### src/rtl/mul_sequencer_pkg.sv
// ============================================================================
// Module      : mul_sequencer_pkg
// Description : State encodings and decode opcodes for the shift-add
//               multiplier sequencer. ST_FIX is reachable only when
//               SIGNED_MUL_EN is defined.
// Revision    : 1.0 - initial release
// ============================================================================
`default_nettype none

package mul_sequencer_pkg;

   localparam int ST_W = 2;

   localparam logic [ST_W-1:0] ST_IDLE  = 2'd0;
   localparam logic [ST_W-1:0] ST_RUN   = 2'd1;
   localparam logic [ST_W-1:0] ST_WRITE = 2'd2;
   localparam logic [ST_W-1:0] ST_FIX   = 2'd3;

   // Decode raises iStart for either opcode and iSigned only for SMUL
   localparam logic [5:0] OPC_MUL4BITS = 6'h2C;
   localparam logic [5:0] OPC_SMUL     = 6'h2D;

   function automatic logic is_mul_op(input logic [5:0] opc);
      return (opc == OPC_MUL4BITS) || (opc == OPC_SMUL);
   endfunction

   function automatic logic is_signed_mul_op(input logic [5:0] opc);
      return (opc == OPC_SMUL);
   endfunction

endpackage

`default_nettype wire

### src/rtl/mul_datapath.sv
// ============================================================================
// Module      : mul_datapath
// Description : Accumulator, multiplicand/multiplier shift registers and the
//               result negator. Sign handling exists only with SIGNED_MUL_EN.
// Revision    : 1.0 - initial release
// ============================================================================
`default_nettype none

module mul_datapath #(
   parameter int WIDTH = 16
) (
   input  logic                 Clock,
   input  logic                 Reset,
   input  logic                 i_load,
   input  logic                 i_step,
`ifdef SIGNED_MUL_EN
   input  logic                 i_signed,
   input  logic                 i_fix,
`endif
   input  logic [WIDTH-1:0]     i_a,
   input  logic [WIDTH-1:0]     i_b,
   output logic [2*WIDTH-1:0]   o_acc
);

   logic [2*WIDTH-1:0] r_mcand;
   logic [2*WIDTH-1:0] r_acc;
   logic [WIDTH-1:0]   r_mplier;
   logic [WIDTH-1:0]   w_a_ld;
   logic [WIDTH-1:0]   w_b_ld;

`ifdef SIGNED_MUL_EN
   logic r_sign;
   logic w_neg_a;
   logic w_neg_b;

   assign w_neg_a = i_signed & i_a[WIDTH-1];
   assign w_neg_b = i_signed & i_b[WIDTH-1];
   // Unsigned WIDTH-bit magnitude: the most negative value maps onto itself
   assign w_a_ld  = w_neg_a ? -i_a : i_a;
   assign w_b_ld  = w_neg_b ? -i_b : i_b;

   always_ff @(posedge Clock or negedge Reset) begin
      if (!Reset) begin
         r_sign <= 1'b0;
      end else if (i_load) begin
         r_sign <= w_neg_a ^ w_neg_b;
      end
   end
`else
   assign w_a_ld = i_a;
   assign w_b_ld = i_b;
`endif

   always_ff @(posedge Clock or negedge Reset) begin
      if (!Reset) begin
         r_mcand  <= '0;
         r_mplier <= '0;
         r_acc    <= '0;
      end else if (i_load) begin
         r_mcand  <= {{WIDTH{1'b0}}, w_a_ld};
         r_mplier <= w_b_ld;
         r_acc    <= '0;
      end else if (i_step) begin
         if (r_mplier[0]) begin
            r_acc <= r_acc + r_mcand;
         end
         r_mcand  <= r_mcand << 1;
         r_mplier <= r_mplier >> 1;
      end
`ifdef SIGNED_MUL_EN
      else if (i_fix && r_sign) begin
         r_acc <= -r_acc;
      end
`endif
   end

   assign o_acc = r_acc;

endmodule

`default_nettype wire

### src/rtl/mul_sequencer.sv
// ============================================================================
// Module      : mul_sequencer
// Description : Fixed-latency shift-and-add multiplier controller issuing one
//               register-file write per operation. Optional macro
//               SIGNED_MUL_EN adds two's-complement operands via a FIX state.
// Revision    : 1.0 - initial release
// ============================================================================
`default_nettype none

module mul_sequencer #(
   parameter int WIDTH  = 16,
   parameter int ADDR_W = 8
) (
   input  logic                 Clock,
   input  logic                 Reset,
   input  logic                 iStart,
   input  logic                 iSigned,
   input  logic [ADDR_W-1:0]    iDestAddr,
   input  logic [WIDTH-1:0]     iA,
   input  logic [WIDTH-1:0]     iB,
   output logic                 oBusy,
   output logic                 oStall,
   output logic                 oWriteEnable,
   output logic [ADDR_W-1:0]    oWriteAddr,
   output logic [2*WIDTH-1:0]   oResult,
   output logic                 oDone
);

   import mul_sequencer_pkg::*;

   localparam int               CNT_W  = (WIDTH > 1) ? $clog2(WIDTH) : 1;
   localparam logic [CNT_W-1:0] C_LAST = CNT_W'(WIDTH - 1);

   logic [ST_W-1:0]    r_state;
   logic [CNT_W-1:0]   r_count;
   logic [ADDR_W-1:0]  r_dest;
   logic [2*WIDTH-1:0] r_result;
   logic [ADDR_W-1:0]  r_waddr;
   logic               r_we;
   logic               r_done;

   logic               w_idle;
   logic               w_load;
   logic               w_step;
   logic [2*WIDTH-1:0] w_acc;
   logic [ST_W-1:0]    w_after_run;

   assign w_idle = (r_state == ST_IDLE);
   assign w_load = w_idle & iStart;
   assign w_step = (r_state == ST_RUN);

`ifdef SIGNED_MUL_EN
   logic r_signed_op;
   logic w_fix;

   assign w_fix       = (r_state == ST_FIX);
   assign w_after_run = r_signed_op ? ST_FIX : ST_WRITE;

   always_ff @(posedge Clock or negedge Reset) begin
      if (!Reset) begin
         r_signed_op <= 1'b0;
      end else if (w_load) begin
         r_signed_op <= iSigned;
      end
   end
`else
   logic w_unused_signed;

   assign w_unused_signed = iSigned;
   assign w_after_run     = ST_WRITE;
`endif

   mul_datapath #(
      .WIDTH    (WIDTH)
   ) u_datapath (
      .Clock    (Clock),
      .Reset    (Reset),
      .i_load   (w_load),
      .i_step   (w_step),
`ifdef SIGNED_MUL_EN
      .i_signed (iSigned),
      .i_fix    (w_fix),
`endif
      .i_a      (iA),
      .i_b      (iB),
      .o_acc    (w_acc)
   );

   always_ff @(posedge Clock or negedge Reset) begin
      if (!Reset) begin
         r_state  <= ST_IDLE;
         r_count  <= '0;
         r_dest   <= '0;
         r_result <= '0;
         r_waddr  <= '0;
         r_we     <= 1'b0;
         r_done   <= 1'b0;
      end else begin
         r_we   <= 1'b0;
         r_done <= 1'b0;
         case (r_state)
            ST_IDLE: begin
               if (iStart) begin
                  r_state <= ST_RUN;
                  r_count <= '0;
                  r_dest  <= iDestAddr;
               end
            end
            ST_RUN: begin
               r_count <= r_count + CNT_W'(1);
               if (r_count == C_LAST) begin
                  r_state <= w_after_run;
               end
            end
`ifdef SIGNED_MUL_EN
            ST_FIX: begin
               r_state <= ST_WRITE;
            end
`endif
            ST_WRITE: begin
               r_result <= w_acc;
               r_waddr  <= r_dest;
               r_we     <= 1'b1;
               r_done   <= 1'b1;
               r_state  <= ST_IDLE;
            end
            default: begin
               r_state <= ST_IDLE;
            end
         endcase
      end
   end

   assign oBusy        = ~w_idle;
   assign oStall       = w_load | ~w_idle;
   assign oWriteEnable = r_we;
   assign oWriteAddr   = r_waddr;
   assign oResult      = r_result;
   assign oDone        = r_done;

endmodule

`default_nettype wire

### config.mk
export PLATFORM = sky130hd
export DESIGN_NAME = mul_sequencer
export DESIGN_NICKNAME = d
export VERILOG_FILES = /design/src/rtl/mul_sequencer_pkg.sv /design/src/rtl/mul_datapath.sv /design/src/rtl/mul_sequencer.sv
export SDC_FILE = /design/constraint.sdc
export NUM_CORES = 1
export LEC_CHECK = 0
export ABC_CLOCK_PERIOD_IN_PS = 3400
export CORE_MARGIN = 10
export CORE_UTILIZATION = 55
export CTS_CLUSTER_DIAMETER = 60
export DETAILED_ROUTE_END_ITERATION = 16
export PLACE_DENSITY = 0.83
export SYNTH_ARGS = -nofsm -noshare
export SYNTH_HDL_FRONTEND = slang
export SYNTH_SLANG_ARGS = --single-unit
### constraint.sdc
create_clock -name Clock -period 3.4 [get_ports Clock]
set_clock_uncertainty 0.15 [all_clocks]
set_input_delay 0.85 -clock Clock [delete_from_list [all_inputs] [get_ports Clock]]
set_output_delay 0.85 -clock Clock [all_outputs]
set_load 0.005 [all_outputs]
==> key figures, run 1 <==
Clocking
  • Htree depth: 4
  • CTS tree: yes
  • CTS Buffer Depth: 2
  • Clock tree sinks: 135
  • Worst-path clk slew: ~60 ps
  • Post-CTS sizing: 0
  • Clock latency on the worst-skew pair: 420 ps
  • TritonCTS Buffers: 17
  • Clock Root Buffer: clkbuf_16
  • Postcts setup bufs: 0
  • # hold bufs at CTS: 0

Timing
  • Relative slew slack: between 20 and 30%
  • Fin. Hold Viols: 0
  • Achievable Freq: roughly 330 MHz
  • Total Neg Setup Slack: 0 ps
  • Slew @ Worst Pin: ~1100 ps
  • RSZ-0062 raised after global routing: false
  • Final slew viol count: 0
  • Final setup violating endpoints: 0
  • Tcrit/Tclk final: 90.5%
  • Minimum clock period: 3080 ps

Routing
  • Post-route ant nets: 0
  • Vias/cell: just under 6
  • WL/cell: ~18 µm
  • DR pass1 iterations: 5
  • Residual DRC count: 0
  • Via count: 5800
  • Initial drt markers: between 500 and 600
  • DRT Wirelength: 18100 µm

Yosys
  • Synth area leader: dfrtp_1
  • #FFs+latches synth: between 100 and 150
  • Post-synth EDFFs: 0
  • Post-Syn Nets: 815
  • Mean post-synth cell area: about 9.6 µm²
  • Synth area leaders: dfrtp_1 (48%), nand2_1 (9.0%), mux2_2 (6.4%)
  • Seq/Total Area, Yosys: 47.8%
  • Netlist Area Pre-Place: between 7000 and 8000 µm²
  • Post-Syn Instances: ~740
  • Top-count cell post-synth: nand2_1
  • Yosys top cell area share: around 48%
  • Top_reg_cell synth: dfrtp_1
  • FFs w/ async S/R, synth: 100%
  • Synth cell count leaders: nand2_1 (169), dfrtp_1 (135), o21ai_0 (57), mux2_2 (40), clkbuf_1 (38)
  • Synth cell types: just under 60
  • Yosys warnings: 0

Placement
  • RePlAce Congestion: just over 1
  • IO buf count: 86
  • Post-DP HPWL: about 13000 µm
  • Placed insts: between 900 and 1000
  • Dpl cell area: approximately 8100 µm²

Global route
  • Total GRT Usage: a little over a fifth
  • Largest net degree at the start of global routing: ~70
  • First-pass GRT wire length: 30300 µm
  • Initial antenna violation count: 0
  • Number of global-route vias before repair: ~6100
  • Overflow after GRT: 0

Final layout
  • NumNets Final: 890
  • Area Overhead vs Synth: 22.9%
  • Fraction of final layout cells sized beyond drive strength 1: 11.1%
  • Filler cell count: 984
  • Layout Cells excl Fill: about 1000
  • FF+latch area: 3380 µm²
  • Area of the multi-input gates: roughly 3500 µm²
  • Final Cell Area: about 8700 µm²
  • ANT cells: 0

Floorplanning
  • Chip height: 133 µm
  • Site Rows: between 40 and 50
  • Core area: 12600 µm²
  • DIE AREA: approximately 18000 µm²
  • Starting Density: between 50% and 60%
  • Num ports: between 80 and 90
  • Die W: 133 µm

Outcome
  • Status: completed

Flow run
  • Max Cap Viol: 0

Worst setup path
  • CP Max Fanout: 4
  • CP Buf/Inv Count: 0
  • Required time worst endpoint: between 3000 and 4000 ps
  • CP cell instances: ha_1 -> fa_1 -> a21oi_1 -> o21ai_1 -> a31oi_1 -> nor3_1 -> o2111a_1 -> or3_1 -> a32o_1
  • FF-to-FF setup slack: 320 ps
  • CP Class: register to register
  • Worst Setup End Kind: register
  • CP max stage delay: around 420 ps
  • Critical path's top delay family: compound AO/OA/AOI/OAI gates
  • Arr. time, crit path: 3230 ps
  • Reg-to-Reg Start: u_datapath.r_mcand[0]
  • Crit start category: register
  • Slowest-stage cell, CP: fa_1
  • Worst path depth: 9
  • Worst reg2reg path depth: 9
  • RR Endpoint: u_datapath.o_acc[26]

Power and ir drop
  • Pwr dens: 977 nW/µm²
  • Static Leak: between 3 and 4 nW
  • Final Total Pwr: around 8.5 mW
  • Max VDD drop: 694 µV

Worst hold path
  • HP Class: primary input to asynchronous set/reset pin
## state kept, by name, indices dropped and copies added, names as in the netlist
name,flops
u_datapath.r_mplier,16
oDone,1
u_datapath.r_mcand,32
oResult,32
r_count,4
oWriteAddr,8
r_dest,8
r_state,2
u_datapath.o_acc,32
## metal layers
| metal | GRT usage [%] | wire length [µm] | vias up |
|---|---|---|---|
| met2 | 34.7 | 8860 | 184 |
| met4 | 9.01 | 434 | 0 |
| met3 | 5.53 | 1050 | 39 |
| li1 | - | - | 2770 |
| met1 | 24.8 | 7700 | 2807 |
| met5 | 0 | 0 | - |
## metrics by stage
| step | hold slack, ps | utilization [%] | worst slack [ps] |
|---|---|---|---|
| 2_1_floorplan | 292 | - | 607 |
| 3_3_place_gp | 303 | 64.1 | 341 |
| 3_5_place_dp | 313 | 64.1 | 352 |
| 4_1_cts | 312 | 68.8 | 345 |
| 5_1_grt | 328 | 68.8 | 226 |
| 6_report | 290 | 68.8 | 324 |
## worst reg2reg max path: stages, from the launching register on
cell	delay, ps
dfrtp_1	400
ha_1	250
fa_1	420
a21oi_1	250
o21ai_1	150
a31oi_1	290
nor3_1	160
o2111a_1	290
or3_1	360
a32o_1	250
## worst max-delay path by stage
| stage | from | endpoint | slack (ps) |
|---|---|---|---|
| after detailed placement | iStart | oStall | 350 |
| after floorplan | u_datapath.r_mcand[0] | u_datapath.o_acc[26] | 610 |
| final | u_datapath.r_mcand[0] | u_datapath.o_acc[26] | 320 |
| after global routing | u_datapath.r_mcand[6] | u_datapath.o_acc[27] | 230 |
| after global placement | iStart | oStall | 340 |
| after CTS | iStart | oStall | 340 |
## final cells by class
type / count / area share [%]
multi-input cells: 549 / 40.3
flip-flops and latches: 135 / 38.9
repair buffers: 99 / 11.0
clock buffers: 24 / 5.43
well taps: 172 / 2.48
clock inverters: 8 / 1.40
inverters: 11 / 0.475
## logic make-up (layout without fill, tap and decap cells)
group	Yosys count	in the layout	share of synthesized area, %
buf+inv	54	142	2.92
mux	41	41	6.51
compound gates	194	194	18.2
simple gates	261	261	16.2
fa+ha+maj	33	33	5.95
flops	135	135	47.8
xor+xnor	20	20	2.48
## report_power, final
part           leakage (nW)  switching (mW)  internal, mW
Sequential             1.65           0.475          2.24
Combinational          2.02            2.23          1.68
Clock                 0.288           0.662          1.19
## placed cells by master, fill, tap and decap left out, drive strengths merged, types with 5 or more instances in the layout
cell type	n
a21oi	32
nor2	24
buf	14
o21ai	58
inv	11
a21o	18
ha	32
nor3	6
and3	6
or3	5
o21a	5
a211oi	9
clkdlybuf4s50	85
mux2	40
xnor2	8
a22oi	30
dfrtp	135
and2	7
nand4	8
clkbuf	24
xor2	12
nand3	18
o211ai	5
nand2	169
Note: power is estimated with default switching activity, not from simulation.
==> inputs of run 2 (changes only) <==
--- a/config.mk
+++ b/config.mk
@@ -5,7 +5,7 @@
 export SDC_FILE = /design/constraint.sdc
 export NUM_CORES = 1
 export LEC_CHECK = 0
-export ABC_CLOCK_PERIOD_IN_PS = 3400
+export ABC_CLOCK_PERIOD_IN_PS = 3770
 export CORE_MARGIN = 10
 export CORE_UTILIZATION = 55
 export CTS_CLUSTER_DIAMETER = 60
==> constraint.sdc (replaced) <==
create_clock -name Clock -period 3.77 [get_ports Clock]
set_clock_uncertainty 0.15 [all_clocks]
set_input_delay 0.9425 -clock Clock [delete_from_list [all_inputs] [get_ports Clock]]
set_output_delay 0.9425 -clock Clock [all_outputs]
set_load 0.005 [all_outputs]
==> key figures, run 2 (same netlist as run 1, synthesis figures left out) <==
Outcome
  • Status: completed (unchanged)

Final layout
  • Area Overhead vs Synth: 22.6% (was 22.9%)
  • ANT cells: 0 (unchanged)
  • Most common cell after layout, fill and taps aside: nand2_1 (unchanged)
  • NumNets Final: 885 (was 890)
  • Fraction of final layout cells sized beyond drive strength 1: 11.0% (was 11.1%)
  • Final Util: 68.7% (was 68.8%)
  • Filler cell count: 988 (was 984)
  • Final Cell Area: 8660 µm² (was 8690 µm²)
  • Most frequent cells in the layout: nand2_1 (169), dfrtp_1 (135), clkdlybuf4s50_1 (85), o21ai_0 (57), mux2_2 (40) (unchanged)

Power and ir drop
  • P_sw: 3.03 mW (was 3.37 mW)
  • Combinational Power Share: 45.5% (was 46.2%)
  • Final Total Pwr: 7.61 mW (was 8.49 mW)
  • Clock share of power: 22.5% (was 21.8%)
  • Max VDD drop: 457 µV (was 694 µV)
  • Net Sw Frac: 39.8% (was 39.7%)
  • Internal power: 4.59 mW (was 5.11 mW)
  • Sequential share of power: 32.0% (about the same)
  • Pwr dens: 879 nW/µm² (was 977 nW/µm²)
  • Static Leak: 3.93 nW (was 3.96 nW)

Floorplanning
  • Core area: 12600 µm² (unchanged)
  • DIE AREA: 17800 µm² (unchanged)
  • Num ports: 88 (unchanged)
  • Chip height: 133 µm (unchanged)
  • Starting Density: 56.0% (unchanged)
  • Die W: 133 µm (unchanged)
  • Site Rows: 41 (unchanged)

Global route
  • Overflow after GRT: 0 (unchanged)
  • Grt peak-use layer: met2 (unchanged)
  • Met2 global-route usage: 33.3% (was 34.7%)
  • Initial antenna violation count: 0 (unchanged)
  • Number of global-route vias before repair: 6011 (was 6059)
  • Total GRT Usage: 20.3% (was 20.8%)
  • Met3 usage: 6.09% (was 5.53%)
  • First-pass GRT wire length: 29700 µm (was 30300 µm)
  • Met1 usage: 24.3% (was 24.8%)
  • Largest net degree at the start of global routing: 87 (was 71)

Clocking
  • Clock tree sinks: 135 (unchanged)
  • # hold bufs at CTS: 0 (unchanged)
  • Clock latency on the worst-skew pair: 430 ps (was 420 ps)
  • Post-CTS sizing: 0 (unchanged)
  • CTS tree: yes (unchanged)
  • Clock Root Buffer: clkbuf_16 (unchanged)
  • CTS Buffer Depth: 2 (unchanged)
  • Htree depth: 4 (unchanged)
  • Worst-path clk slew: 60 ps (about the same)
  • TritonCTS Buffers: 17 (unchanged)
  • Postcts setup bufs: 0 (unchanged)

Timing
  • Slew @ Worst Pin: 1110 ps (was 1080 ps)
  • Achievable Freq: 307 MHz (was 325 MHz)
  • Minimum clock period: 3260 ps (was 3080 ps)
  • Min Hold Slack: 328 ps (was 290 ps)
  • Tcrit/Tclk final: 86.3% (was 90.5%)
  • Final slew viol count: 0 (unchanged)
  • RSZ-0062 raised after global routing: false (unchanged)
  • Relative slew slack: 25.8% (was 28.2%)
  • Final setup violating endpoints: 0 (unchanged)
  • Total Neg Setup Slack: 0 ps (unchanged)
  • Fin. Hold Viols: 0 (unchanged)

Routing
  • Vias/cell: 5.91 (was 5.81)
  • Residual DRC count: 0 (unchanged)
  • DRT Wirelength: 17400 µm (was 18100 µm)
  • WL/cell: 17.5 µm (was 18.1 µm)
  • Post-route ant nets: 0 (unchanged)
  • Via count: 5868 (was 5800)
  • Initial drt markers: 461 (was 589)
  • DR pass1 iterations: 5 (unchanged)

Placement
  • Dpl cell area: 8060 µm² (was 8090 µm²)
  • RePlAce Congestion: 0.983 (was 1.01)
  • IO buf count: 86 (unchanged)
  • Post-DP HPWL: 12200 µm (was 12600 µm)

Worst setup path
  • CP Buf/Inv Count: 0 (unchanged)
  • Slowest-stage cell, CP: a31oi_1 (was fa_1)
  • Critical path's top delay family: compound AO/OA/AOI/OAI gates (unchanged)
  • Worst Setup End Kind: register (unchanged)
  • CP max stage delay: 470 ps (was 420 ps)
  • Required time worst endpoint: 3940 ps (was 3560 ps)
  • CP Class: register to register (unchanged)
  • Crit start category: register (unchanged)
  • Arr. time, crit path: 3420 ps (was 3230 ps)
  • CP Max Fanout: 5 (was 4)
  • CP cell instances: ha_1 -> fa_1 -> a21oi_1 -> o21ai_1 -> a31oi_1 -> nor3_1 -> o2111a_1 -> or3_1 -> a32o_1 (unchanged)

Worst hold path
  • HP Class: register to register (was primary input to asynchronous set/reset pin)

Flow run
  • Max Cap Viol: 0 (unchanged)
## run 2: per-stage QoR
stage / setup slack (ps) / std cells
detailed placement: 528 / 961
global route: 287 / 993
finish: 515 / 993
floorplan: 977 / 738
global placement: 533 / 961
CTS: 525 / 993
## run 2: final timing paths
check,startpoint,slack [ps],end,cells past startpoint
worst max register to register,u_datapath.r_mcand[0],510,u_datapath.o_acc[26],9
worst min-delay path,r_dest[5],330,r_dest[5],2
min in group asynchronous,Reset,400,oResult[19],1
worst max-delay path,u_datapath.r_mcand[0],510,u_datapath.o_acc[26],9
max in group asynchronous,Reset,2230,u_datapath.o_acc[28],2
worst min register to register,r_dest[5],330,r_dest[5],2
## run 2: final cells by class
| class | count | area (µm²) | area share [%] |
|---|---|---|---|
| Multi-Input combinational cell | 549 | 3500 | 40.4 |
| Sequential cell | 135 | 3380 | 39.0 |
| Timing Repair Buffer | 94 | 922 | 10.6 |
| Clock buffer | 21 | 460 | 5.31 |
| Tap cell | 172 | 215 | 2.48 |
| Clock inverter | 11 | 149 | 1.72 |
| Inverter | 11 | 41.3 | 0.477 |
## run 2: tightest hold or removal path, delay by kind of cell, from the launching register on
kind	cells	cell delay [ps]
and+or+nand+nor	2	100
DFF	1	340
## run 2: power by group through the flow
stage | Combinational (mW) | Clock [mW] | Sequential, mW
after floorplan | 2.45 | 0 | 2.34
after global placement | 3.27 | 0 | 2.42
after detailed placement | 3.41 | 0 | 2.45
after CTS | 3.44 | 1.72 | 2.44
after global routing | 3.88 | 1.80 | 2.51
final | 3.47 | 1.71 | 2.44
## run 2: layer usage
| metal | routed length (µm) | share of wire, % | vias to the layer above |
|---|---|---|---|
| li1 | - | - | 2766 |
| met1 | 7240 | 42 | 2865 |
| met2 | 8560 | 49 | 200 |
| met4 | 417 | 2.4 | 0 |
| met3 | 1190 | 6.9 | 37 |
| met5 | 0 | 0 | - |
==> inputs of run 3 (changes only) <==
--- a/config.mk
+++ b/config.mk
@@ -5,11 +5,11 @@
 export SDC_FILE = /design/constraint.sdc
 export NUM_CORES = 1
 export LEC_CHECK = 0
-export ABC_CLOCK_PERIOD_IN_PS = 3770
-export CORE_MARGIN = 10
+export ABC_CLOCK_PERIOD_IN_PS = 3250
 export CORE_UTILIZATION = 55
 export CTS_CLUSTER_DIAMETER = 60
 export DETAILED_ROUTE_END_ITERATION = 16
+export MAX_ROUTING_LAYER = met4
 export PLACE_DENSITY = 0.83
 export SYNTH_ARGS = -nofsm -noshare
 export SYNTH_HDL_FRONTEND = slang
==> constraint.sdc (replaced) <==
create_clock -name Clock -period 3.25 [get_ports Clock]
set_clock_uncertainty 0.15 [all_clocks]
set_input_delay 0.8125 -clock Clock [delete_from_list [all_inputs] [get_ports Clock]]
set_output_delay 0.8125 -clock Clock [all_outputs]
set_load 0.005 [all_outputs]
==> key figures, run 3 (same netlist as run 1, synthesis figures left out) <==
Clocking
  • CTS Buffer Depth: 2 (unchanged)
  • Clock tree sinks: 135 (unchanged)
  • Clock latency on the worst-skew pair: 430 ps (about the same)
  • Postcts setup bufs: 0 (unchanged)
  • Htree depth: 4 (unchanged)
  • TritonCTS Buffers: 17 (unchanged)
  • CTS tree: yes (unchanged)
  • Worst-path clk slew: 60 ps (about the same)
  • Post-CTS sizing: 0 (unchanged)
  • # hold bufs at CTS: 0 (unchanged)
  • Clock Root Buffer: clkbuf_16 (unchanged)

Power and ir drop
  • Pwr dens: 1020 nW/µm² (was 879 nW/µm²)
  • Clock share of power: 22.4% (was 22.5%)
  • P_sw: 3.52 mW (was 3.03 mW)
  • Max VDD drop: 472 µV (was 457 µV)
  • Net Sw Frac: 39.7% (was 39.8%)
  • Sequential share of power: 32.0% (about the same)
  • Internal power: 5.35 mW (was 4.59 mW)
  • Static Leak: 3.98 nW (was 3.93 nW)
  • Combinational Power Share: 45.6% (was 45.5%)

Worst setup path
  • Crit start category: register (unchanged)
  • CP Max Fanout: 7 (was 5)
  • Required time worst endpoint: 3410 ps (was 3940 ps)
  • Worst Setup End Kind: register (unchanged)
  • Arr. time, crit path: 3310 ps (was 3420 ps)
  • CP Class: register to register (unchanged)

Global route
  • First-pass GRT wire length: 28100 µm (was 29700 µm)
  • Total GRT Usage: 28.3% (was 20.3%)
  • Overflow after GRT: 0 (unchanged)
  • Initial antenna violation count: 0 (unchanged)
  • Largest net degree at the start of global routing: 61 (was 87)
  • Number of global-route vias before repair: 5723 (was 6011)

Timing
  • Total Neg Setup Slack: 0 ps (unchanged)
  • Final setup violating endpoints: 0 (unchanged)
  • Achievable Freq: 317 MHz (was 307 MHz)
  • Fin. Hold Viols: 0 (unchanged)
  • Slew @ Worst Pin: 881 ps (was 1110 ps)
  • Final slew viol count: 0 (unchanged)
  • RSZ-0062 raised after global routing: false (unchanged)
  • Tcrit/Tclk final: 97.0% (was 86.3%)
  • Minimum clock period: 3150 ps (was 3260 ps)
  • Relative slew slack: 41.3% (was 25.8%)

Placement
  • Placed insts: 967 (was 961)
  • Post-DP HPWL: 11500 µm (was 12200 µm)
  • IO buf count: 86 (unchanged)
  • RePlAce Congestion: 0.943 (was 0.983)

Routing
  • Post-route ant nets: 0 (unchanged)
  • DRT Wirelength: 16900 µm (was 17400 µm)
  • Metal-1 WL: 7550 µm (was 7240 µm)
  • Residual DRC count: 0 (unchanged)
  • Metal3 WL: 717 µm (was 1190 µm)
  • DR WL met2: 8270 µm (was 8560 µm)
  • DR pass1 iterations: 5 (unchanged)
  • Initial drt markers: 429 (was 461)
  • Top Metal Used: met4 (unchanged)
  • WL/cell: 17.0 µm (was 17.5 µm)
  • Via count: 5836 (was 5868)
  • Vias/cell: 5.84 (was 5.91)

Floorplanning
  • Num ports: 88 (unchanged)
  • Site Rows: 41 (unchanged)
  • Core area: 12600 µm² (about the same)
  • Die W: 115 µm (was 133 µm)
  • Starting Density: 56.2% (was 56.0%)
  • Chip height: 115 µm (was 133 µm)
  • DIE AREA: 13300 µm² (was 17800 µm²)

Worst hold path
  • HP Class: primary input to asynchronous set/reset pin (was register to register)

Final layout
  • Most frequent cells in the layout: nand2_1 (169), dfrtp_1 (135), clkdlybuf4s50_1 (85), o21ai_0 (57), mux2_2 (40) (unchanged)
  • ANT cells: 0 (unchanged)
  • Fraction of final layout cells sized beyond drive strength 1: 11.9% (was 11.0%)
  • Most common cell after layout, fill and taps aside: nand2_1 (unchanged)
  • NumNets Final: 891 (was 885)
  • Layout Cells excl Fill: 999 (was 993)
  • Area Overhead vs Synth: 23.3% (was 22.6%)

Flow run
  • Max Cap Viol: 0 (unchanged)

Outcome
  • Status: completed (unchanged)
## run 3: cell types whose count changed in the layout (fill, tap and decap cells not counted)
cell        previous run  this run
inv_6                  0         1
clkinvlp_4             6         2
buf_4                  8        13
clkbuf_1               2         0
clkinv_2               1         6
buf_12                 0         1
## run 3: routing by layer
layer,global-route usage [%],up-vias
met2,44.9,162
li1,-,2785
met4,11.7,0
met5,-,-
met3,4.85,37
met1,36.1,2852
## run 3: path summary, 6_finish.rpt
check / end / slack [ps] / depth (start not counted) / startpoint
max in group asynchronous: r_count[0] / 1960 / 2 / Reset
setup reg to reg: u_datapath.o_acc[31] / 100 / 8 / u_datapath.r_mcand[6]
min in group Clock: r_dest[0] / 330 / 2 / r_dest[0]
hold reg to reg: r_dest[0] / 330 / 2 / r_dest[0]
hold / removal: oResult[23] / 210 / 1 / Reset
setup / recovery: u_datapath.o_acc[31] / 100 / 8 / u_datapath.r_mcand[6]
## run 3: stage by stage
stage               setup slack [ps]  util (%)  hold slack, ps  area, µm²  power (mW)
detailed placement               232      64.5             309       8110        6.84
finish                          96.6      69.4             214       8720        8.87
CTS                              225      69.4             237       8720        8.85
floorplan                        457         -             292       7070        5.56
global route                    1.06      69.4             262       8720        9.47
global placement                 271      64.5             304       8110        6.67
## run 3: cell type report
cell class	instances	area [µm²]
clock buffer	19	453
clock inverter	13	153
fill	963	3850
inverter	11	41.3
multi-input combinational	549	3500
sequential	135	3380
tap	172	215
timing repair buffer	100	980
## run 3: critical path: stages (launching register included)
cell and delay (ps):
dfrtp_1 400, ha_1 380, a21oi_1 320, o311ai_0 280
and3_1 260, a211o_1 370, a21oi_1 480, o211ai_1 220
mux2i_1 150
## run 3: power groups by stage
stage                     combinational, mW  clock, mW  sequential, mW
after floorplan                        2.84          0            2.71
after global placement                 3.86          0            2.81
after detailed placement               3.98          0            2.85
after CTS                              4.02       2.00            2.83
after global routing                   4.49       2.07            2.92
final                                  4.05       1.98            2.84
